--- src/rtl/q_update_sched_pkg.sv ---
// Shared types and constants for the Q-update sequencing controller:
// FSM encoding, datapath widths and index helpers used by the top and the step counter.
package q_update_sched_pkg;

    localparam int NUM_ACTIONS = 6;
    localparam int NUM_STATES  = 6;
    localparam int Q_W         = 24;
    localparam int IDX_W       = 3;
    localparam int STEP_W      = 16;

    localparam logic [IDX_W-1:0] ACT_LIMIT   = IDX_W'(NUM_ACTIONS);
    localparam logic [IDX_W-1:0] STATE_LIMIT = IDX_W'(NUM_STATES);

    typedef enum logic [2:0] {
        ST_IDLE = 3'd0,
        ST_SEL  = 3'd1,
        ST_WAIT = 3'd2,
        ST_UPD  = 3'd3,
        ST_DONE = 3'd4
    } sched_state_t;

    function automatic logic idx_ok(input logic [IDX_W-1:0] idx,
                                    input logic [IDX_W-1:0] limit);
        idx_ok = (idx < limit);
    endfunction

    // Out-of-range actions map to an all-zero strobe so no EN block is touched.
    function automatic logic [NUM_ACTIONS-1:0] action_onehot(input logic [IDX_W-1:0] idx);
        logic [NUM_ACTIONS-1:0] base;
        base = NUM_ACTIONS'(1);
        action_onehot = idx_ok(idx, ACT_LIMIT) ? (base << idx) : '0;
    endfunction

endpackage

--- src/rtl/q_update_sched_step_counter.sv ---
// Per-episode step counter: wraps to zero after MAX_STEPS completed steps and
// raises a one-cycle episode_end pulse on the wrapping step; clr has priority.
module q_update_sched_step_counter
    import q_update_sched_pkg::*;
#(
    parameter logic [STEP_W-1:0] MAX_STEPS = 16'd1000
) (
    input  logic              clk,
    input  logic              rst_n,
    input  logic              step,
    input  logic              clr,
    output logic [STEP_W-1:0] step_cnt,
    output logic              episode_end
);

    localparam logic [STEP_W-1:0] LAST_STEP = MAX_STEPS - STEP_W'(1);

    always_ff @(posedge clk or negedge rst_n) begin
        if (!rst_n) begin
            step_cnt    <= '0;
            episode_end <= 1'b0;
        end else begin
            episode_end <= 1'b0;
            if (clr) begin
                step_cnt <= '0;
            end else if (step) begin
                if (step_cnt == LAST_STEP) begin
                    step_cnt    <= '0;
                    episode_end <= 1'b1;
                end else begin
                    step_cnt <= step_cnt + STEP_W'(1);
                end
            end
        end
    end

endmodule

--- src/rtl/q_update_sched.sv ---
// Sequencer for the shared gamma-scaling path: selects the Max_Q mux input, waits for
// the multiplier, captures gamma*maxQ and strobes the EN block owning the current action.
module q_update_sched
    import q_update_sched_pkg::*;
#(
    parameter int                MUL_LAT   = 1,
    parameter logic [STEP_W-1:0] MAX_STEPS = 16'd1000
) (
    input  logic                   clk,
    input  logic                   rst_n,
    input  logic                   start,
    input  logic [IDX_W-1:0]       next_state,
    input  logic [IDX_W-1:0]       cur_action,
    input  logic                   clr_cnt,
    input  logic [Q_W-1:0]         gamma_maxQ,
    output logic [IDX_W-1:0]       S_to_EN,
    output logic [Q_W-1:0]         target_q,
    output logic [NUM_ACTIONS-1:0] upd_en,
    output logic                   busy,
    output logic                   done,
    output logic                   err,
    output logic [STEP_W-1:0]      step_cnt,
    output logic                   episode_end
);

    localparam int               WAIT_W    = (MUL_LAT > 1) ? $clog2(MUL_LAT) : 1;
    localparam logic [WAIT_W-1:0] WAIT_LOAD = WAIT_W'(MUL_LAT - 1);

    sched_state_t      state;
    sched_state_t      state_nxt;
    logic [WAIT_W-1:0] wait_cnt;
    logic [IDX_W-1:0]  act_idx;
    logic              ns_bad;
    logic              act_bad;
    logic              accept;
    logic              wait_over;

    always_comb begin
        state_nxt = state;
        accept    = 1'b0;
        wait_over = 1'b0;
        case (state)
            ST_IDLE: begin
                if (start) begin
                    accept    = 1'b1;
                    state_nxt = ST_SEL;
                end
            end
            ST_SEL:  state_nxt = ST_WAIT;
            ST_WAIT: begin
                if (wait_cnt == '0) begin
                    wait_over = 1'b1;
                    state_nxt = ST_UPD;
                end
            end
            ST_UPD:  state_nxt = ST_DONE;
            ST_DONE: state_nxt = ST_IDLE;
            default: state_nxt = ST_IDLE;
        endcase
    end

    always_ff @(posedge clk or negedge rst_n) begin
        if (!rst_n) begin
            state <= ST_IDLE;
        end else begin
            state <= state_nxt;
        end
    end

    // Every output is a flop loaded on the transition that enters the state owning it,
    // so S_to_EN is valid throughout SEL and done/err line up with the step count update.
    always_ff @(posedge clk or negedge rst_n) begin
        if (!rst_n) begin
            S_to_EN  <= '0;
            target_q <= '0;
            upd_en   <= '0;
            busy     <= 1'b0;
            done     <= 1'b0;
            err      <= 1'b0;
            wait_cnt <= '0;
            act_idx  <= '0;
            ns_bad   <= 1'b0;
            act_bad  <= 1'b0;
        end else begin
            busy <= (state_nxt != ST_IDLE);
            done <= 1'b0;
            err  <= 1'b0;
            if (accept) begin
                S_to_EN <= idx_ok(next_state, STATE_LIMIT) ? next_state : '0;
                act_idx <= cur_action;
                ns_bad  <= !idx_ok(next_state, STATE_LIMIT);
                act_bad <= !idx_ok(cur_action, ACT_LIMIT);
            end
            if (state == ST_SEL) begin
                wait_cnt <= WAIT_LOAD;
            end
            if (state == ST_WAIT && !wait_over) begin
                wait_cnt <= wait_cnt - WAIT_W'(1);
            end
            if (wait_over) begin
                target_q <= gamma_maxQ;
                upd_en   <= action_onehot(act_idx);
            end
            if (state == ST_UPD) begin
                upd_en <= '0;
                done   <= 1'b1;
                err    <= ns_bad | act_bad;
            end
        end
    end

    q_update_sched_step_counter #(
        .MAX_STEPS(MAX_STEPS)
    ) u_step_counter (
        .clk        (clk),
        .rst_n      (rst_n),
        .step       (state == ST_UPD),
        .clr        (clr_cnt),
        .step_cnt   (step_cnt),
        .episode_end(episode_end)
    );

endmodule

--- config.mk ---
export PLATFORM = sky130hd
export DESIGN_NAME = q_update_sched
export DESIGN_NICKNAME = d
export VERILOG_FILES = /design/src/rtl/q_update_sched_pkg.sv /design/src/rtl/q_update_sched_step_counter.sv /design/src/rtl/q_update_sched.sv
export SDC_FILE = /design/constraint.sdc
export NUM_CORES = 1
export LEC_CHECK = 0
export BUFFER_PORTS_ARGS = -buffer_cell sky130_fd_sc_hd__buf_4
export CAP_MARGIN = 20
export CORE_ASPECT_RATIO = 1.4
export CORE_MARGIN = 5
export CORE_UTILIZATION = 45
export CTS_BUF_LIST = sky130_fd_sc_hd__clkbuf_4 sky130_fd_sc_hd__clkbuf_8 sky130_fd_sc_hd__clkbuf_16
export DETAILED_ROUTE_END_ITERATION = 6
export PLACE_DENSITY = 0.82
export SYNTH_ARGS = -nofsm -noshare
export SYNTH_HDL_FRONTEND = slang
export SYNTH_SLANG_ARGS = --single-unit
--- constraint.sdc ---
create_clock -name clk -period 3.9 [get_ports clk]
set_input_delay 0.39 -clock clk [delete_from_list [all_inputs] [get_ports clk]]
set_output_delay 0.39 -clock clk [all_outputs]
set_load 0.05 [all_outputs]
* After elaboration in Yosys (flattened, before gate mapping)
Cells that the tools add are included.
** Operators by class
- Add/sub/neg operators :: 2
- $mul :: 0
- Div/mod/pow operators :: 0
- $lt $le $gt $ge :: 3
- Eq/ne operators :: 4
- Shift operators :: 1
- Mux-type cells :: 21
- Bitwise gates (word level) :: 1
- Reductions and logical operators :: 9
** Operators with widths (count)
- 16-bit two-way mux :: 3
- 6-bit two-way mux :: 3
- 16-bit by 1-bit adder with 16-bit output (second input constant) :: 1
- 16-bit by 10-bit == test with 1-bit output (second input constant) :: 1
- 3-bit one-hot mux with 4 select lines :: 1
- 1-bit two-way mux :: 11
- 3-bit < comparator (second input constant) :: 3
- 3-bit two-way mux :: 3
- 3-bit by 2-bit == test with 1-bit output (second input constant) :: 2
- 2-bit nonzero test :: 3
- 1-bit by 3-bit << shifter with 6-bit output (first input constant) :: 1
- 3-bit by 1-bit == test with 1-bit output (second input constant) :: 1
- 1-bit zero test :: 3
- 3-bit zero test :: 1
- 3-bit nonzero test :: 1
- 1-bit logical AND :: 1
- 1-bit bitwise OR :: 1
- 1-bit subtractor (second input constant) :: 1
** Storage, ports and cells
- Flip-flop bits (word level) :: 62
- Latch bits :: 0
- Bits in writable memories :: 0
- ROM bits :: 0
- Bits of input ports :: 34
- Output and inout port bits :: 53
- Word-level logic and storage cells :: 54
- Memories :: 0

* Longest topological paths before layout
- Depth after elaboration :: 5
- Gate-level depth with buffers :: 6
- Depth with buffers taken out :: 6

* Modules after synthesis
A second synthesis with hierarchy kept.
** Second synthesis, totals
- Cell total of the unflattened synthesis :: 261
- Area total of the unflattened synthesis :: 2642.5 um^2
** By module, submodules not included
- q_update_sched :: times used 1, cells an instance 169, area an instance 1745.4 um^2, sequential area each 1126.1 um^2
- q_update_sched_step_counter :: times used 1, cells an instance 92, area an instance 897.1 um^2, sequential area each 425.4 um^2

* Least setup slack after synthesis
Ideal clock, no wire load.
- Kind :: register -> register
- From :: register u_step_counter.step_cnt[10]
- To :: register u_step_counter.step_cnt[9]
- Setup time :: 0.126 ns
- Arrival time :: 2.081 ns
- Required time :: 3.774 ns
- Setup slack :: 1.693 ns
- Cell stages (with the launch flop) :: 6
- Path buffers :: 1
- Clock period less this slack :: 2.207 ns
- Cell sequence :: dfrtp_1 -> or4_4 -> nor4_4 -> a211oi_2 -> buf_6 -> a221o_1
** Between the ends
- Word-level cells in the longest chain between the ends :: 4
** RTL lines
- start: declaration :: RTL line q_update_sched_step_counter.sv:12 : output logic [STEP_W-1:0] step_cnt,
- start signal: assignment :: RTL line q_update_sched_step_counter.sv:31 : step_cnt <= step_cnt + STEP_W'(1);
- 16-bit by 10-bit == test with 1-bit output :: RTL line q_update_sched_step_counter.sv:27 : if (step_cnt == LAST_STEP) begin
- 16-bit two-way mux :: RTL line q_update_sched_step_counter.sv:27
- 16-bit two-way mux :: RTL line q_update_sched_step_counter.sv:26 : end else if (step) begin
- 16-bit two-way mux :: RTL line q_update_sched_step_counter.sv:24 : if (clr) begin
Every way passes these cells. The select of a mux whose other input is x is not followed.
A chain may end at the register's enable or synchronous reset.

* Worst setup path after layout
Ends and elaborated chain as after synthesis.

==> summary.txt <==
Worst setup path
  – CP cell instances: or4_4 > nor4_4 > a211oi_2 > and3_1 > a221o_1
  – Launching element type of the critical path: flip-flop
  – Category of the most critical setup path: flip-flop to flip-flop
  – WP data arrival: 2.38 ns
  – Kind of end point of the critical path: flip-flop
  – Maximum fanout along the worst path: 13
  – CP max-delay cell: sky130_fd_sc_hd__or4_4
  – Worst path max stage delay: 0.57 ns
  – Data required time at the worst endpoint: 4.11 ns

Placement
  – Setup Slack @ Placement: 1.728 ns
  – Quantity of I/O buffers inserted on ports: 86
  – Placed Cells: 416
  – Global placer's final weighted congestion: 0.8557
  – Dpl cell area: 3332 sq um
  – HPWL after DPL: around 4.3 mm

Final layout
  – Number of nets at the end of the flow: 392
  – Util after Layout: 60.71%
  – Count of placed standard cells in the final layout, fillers left out: 430
  – Proportion of layout cells with a drive suffix above 1: about a third
  – P&R area growth vs syn: 33.57%
  – Post-route cell area: 3510 sq um
  – Count of inserted antenna diode cells: 0
  – Commonest cells after routing, fill and taps aside: 93 x sky130_fd_sc_hd__nand2_1, 87 x sky130_fd_sc_hd__buf_4, 62 x sky130_fd_sc_hd__dfrtp_1
  – Most common cell after layout, fill and taps aside: sky130_fd_sc_hd__nand2_1

Detailed routing
  – Number of detailed-routing iterations run before antenna repair: 4
  – Drt via density: between 5 and 6
  – Count of unresolved DRC violations after routing: 0
  – Detail-routed net length per standard cell: 14.12 microns
  – DRT iter0 DRCs: roughly 150
  – Detailed-route wire length: 6.072 mm
  – Via Count: between 2000 and 2500
  – Number of nets still failing antenna checks after routing: 0

Global routing
  – Maximum number of pins on one net before global-route repair: 63
  – Number of antenna violations at the first check in global routing: 0
  – Via count of the first global-routing pass: 2131
  – GRT Total Usage: between 10% and 20%
  – Aggregate global routing overflow: 0
  – Wire length of the first global-routing pass: 9.680 mm

Synth
  – Mean area per synthesized cell: 9.804 sq um
  – Post-synthesis cell area: 2628 sq um
  – Seq cells post-synth: 62
  – Number of nets produced by synthesis: between 300 and 400
  – Post-synthesis async set-or-reset flop share: 100.0%
  – Cell type with the largest total area after synthesis: sky130_fd_sc_hd__dfrtp_1
  – Library cells used by synthesis: 37
  – Largest cells by area after synthesis: sky130_fd_sc_hd__dfrtp_1 59%, sky130_fd_sc_hd__nand2_1 13%, sky130_fd_sc_hd__nor2_1 3.0%
  – Flip-flop cell with the highest count after synthesis: sky130_fd_sc_hd__dfrtp_1
  – Number of cells produced by synthesis: 268
  – Count of flip-flops with a built-in enable after synthesis: 0
  – Synthesis warning total: 0
  – Area fraction of the dominant cell type after synthesis: 59.05%
  – Sequential cell area fraction in the yosys report: 59.05%

Floorplan
  – Site Rows: 33
  – Initial cell density of the core: 45.45%
  – Core ar.: 5781 sq um
  – IO Count: 87
  – Horizontal extent of the die: 74.58 microns
  – Vertical die dimension: 100.4 microns
  – Floorplan die area: roughly 7500 sq um

Timing
  – Worst-margin pin slew: 0.9421 ns
  – Fin crit period: 2.167 ns
  – Post-route clock skew: 0.005614 ns
  – Hold Slack: 0.1250 ns
  – Unrepaired setup endpoints after global routing: false
  – Final setup viols: 0
  – Final hold violation count: 0
  – PnR worst setup slack: 1.733 ns
  – Final cycle utilization of the critical path: between 50% and 60%
  – Relative slew slack: 37.19%
  – Total negative setup slack: 0 ns
  – Pins over their slew limit: 0
  – Top achievable clock speed: 0.4614 GHz

Job
  – Total of max-cap violations: 0

CTS
  – Number of H-tree branching levels: 3
  – Maximum clock insertion buffer count: 2
  – Number of buffers created by CTS: 9
  – Root buffer cell: sky130_fd_sc_hd__clkbuf_8
  – Number of buffers added for setup after CTS: 0
  – Number of clock sinks: 62
  – TritonCTS clock tree: yes
  – Clock slew at reported path FFs: 0.07 ns
  – Clock insertion delay at the later pin of the skew report: 0.33 ns
  – Hold buffer count at CTS: 0
  – Number of gates resized after CTS: 0

Power and ir drop
  – Worst-case vdd ir drop: 501.8 uV
  – Power per Cell Area: 839.0 nW/um^2
  – Sum of internal, switching and leakage power: between 2 and 3 mW
  – P_leak: roughly 1.8 nW

Hold path
  – Worst hold-check path type: input pin to async pin

Outcome
  – Run status: complete, no violations
kinds of logic (layout without fill, tap and decap cells):
family | after synthesis | after routing | synth area share [%]
xor+xnor | 8 | 8 | 2.667
buf+inv | 14 | 106 | 2.286
compound gates | 27 | 27 | 7.334
flops | 62 | 62 | 59.05
simple gates | 151 | 151 | 26.10
fa+ha+maj | 1 | 1 | 0.4761
mux | 5 | 5 | 2.095
power breakdown:
part	internal, mW	total (mW)	switching [mW]	leakage, nW
Clock	0.282	0.502	0.220	0.0948
Combinational	0.418	1.44	1.02	0.915
Sequential	0.864	1.01	0.143	0.804
layout make-up:
class	count	area (sq um)
fillers	517	2271
flip-flops and latches	62	1551
multi-input cells	192	1021
repair buffers	87	653.1
clock buffers	13	172.7
well taps	70	87.58
inverters	5	18.77
clock inverters	1	5.005
metal layers:
metal | global-route usage (%) | vias up | part of all wire, % | wire length, microns
met4 | 8.082 | 0 | 1.4 | 87
met1 | 20.31 | 1023 | 40 | 2421
met2 | 28.10 | 68 | 52 | 3165
met3 | 3.307 | 9 | 6.5 | 397
met5 | 0 | - | 0 | 0
li1 | - | 1076 | - | -
worst paths after layout:
path	depth (start not counted)	end	slack [ns]	from
setup / recovery	5	u_step_counter.step_cnt[9]	1.73	u_step_counter.step_cnt[10]
setup reg to reg	5	u_step_counter.step_cnt[9]	1.73	u_step_counter.step_cnt[10]
min in group clk	3	target_q[19]	0.25	gamma_maxQ[19]
hold reg to reg	1	busy	0.47	state[2]
hold / removal	1	u_step_counter.step_cnt[9]	0.12	rst_n
max in group asynchronous	1	target_q[21]	3.26	rst_n
cells in the mapped netlist, types with 2 or more instances:
master                      n
sky130_fd_sc_hd__nand2_1   93
sky130_fd_sc_hd__dfrtp_1   62
sky130_fd_sc_hd__nor2_1    21
sky130_fd_sc_hd__o21ai_0    8
sky130_fd_sc_hd__clkbuf_1   7
sky130_fd_sc_hd__nand3_1    7
sky130_fd_sc_hd__nand4_1    6
sky130_fd_sc_hd__inv_1      5
sky130_fd_sc_hd__xor2_1     5
sky130_fd_sc_hd__a21oi_1    4
sky130_fd_sc_hd__a31oi_1    4
sky130_fd_sc_hd__a32o_1     4
sky130_fd_sc_hd__and3_1     4
sky130_fd_sc_hd__mux2_2     4
sky130_fd_sc_hd__nor3_1     4
sky130_fd_sc_hd__nand2b_1   3
sky130_fd_sc_hd__nor2b_1    3
sky130_fd_sc_hd__xnor2_1    3
sky130_fd_sc_hd__a22o_2     2
sky130_fd_sc_hd__nand3b_1   2
worst max-delay path, delay by kind of cell (launching register included):
family             cells  cell delay (ns)
and+or+nand+nor        3             1.12
AOI/OAI and AO/OA      2             0.50
DFF                    1             0.44
sequential cells by signal, indices dropped and copies added (netlist names):
| signal | flops |
|---|---|
| act_bad | 1 |
| err | 1 |
| done | 1 |
| target_q | 24 |
| S_to_EN | 3 |
| act_idx | 3 |
| ns_bad | 1 |
| u_step_counter.episode_end | 1 |
| state | 3 |
| upd_en | 6 |
| wait_cnt | 1 |
| u_step_counter.step_cnt | 16 |
| busy | 1 |
Note: power is estimated with default switching activity, not from simulation.
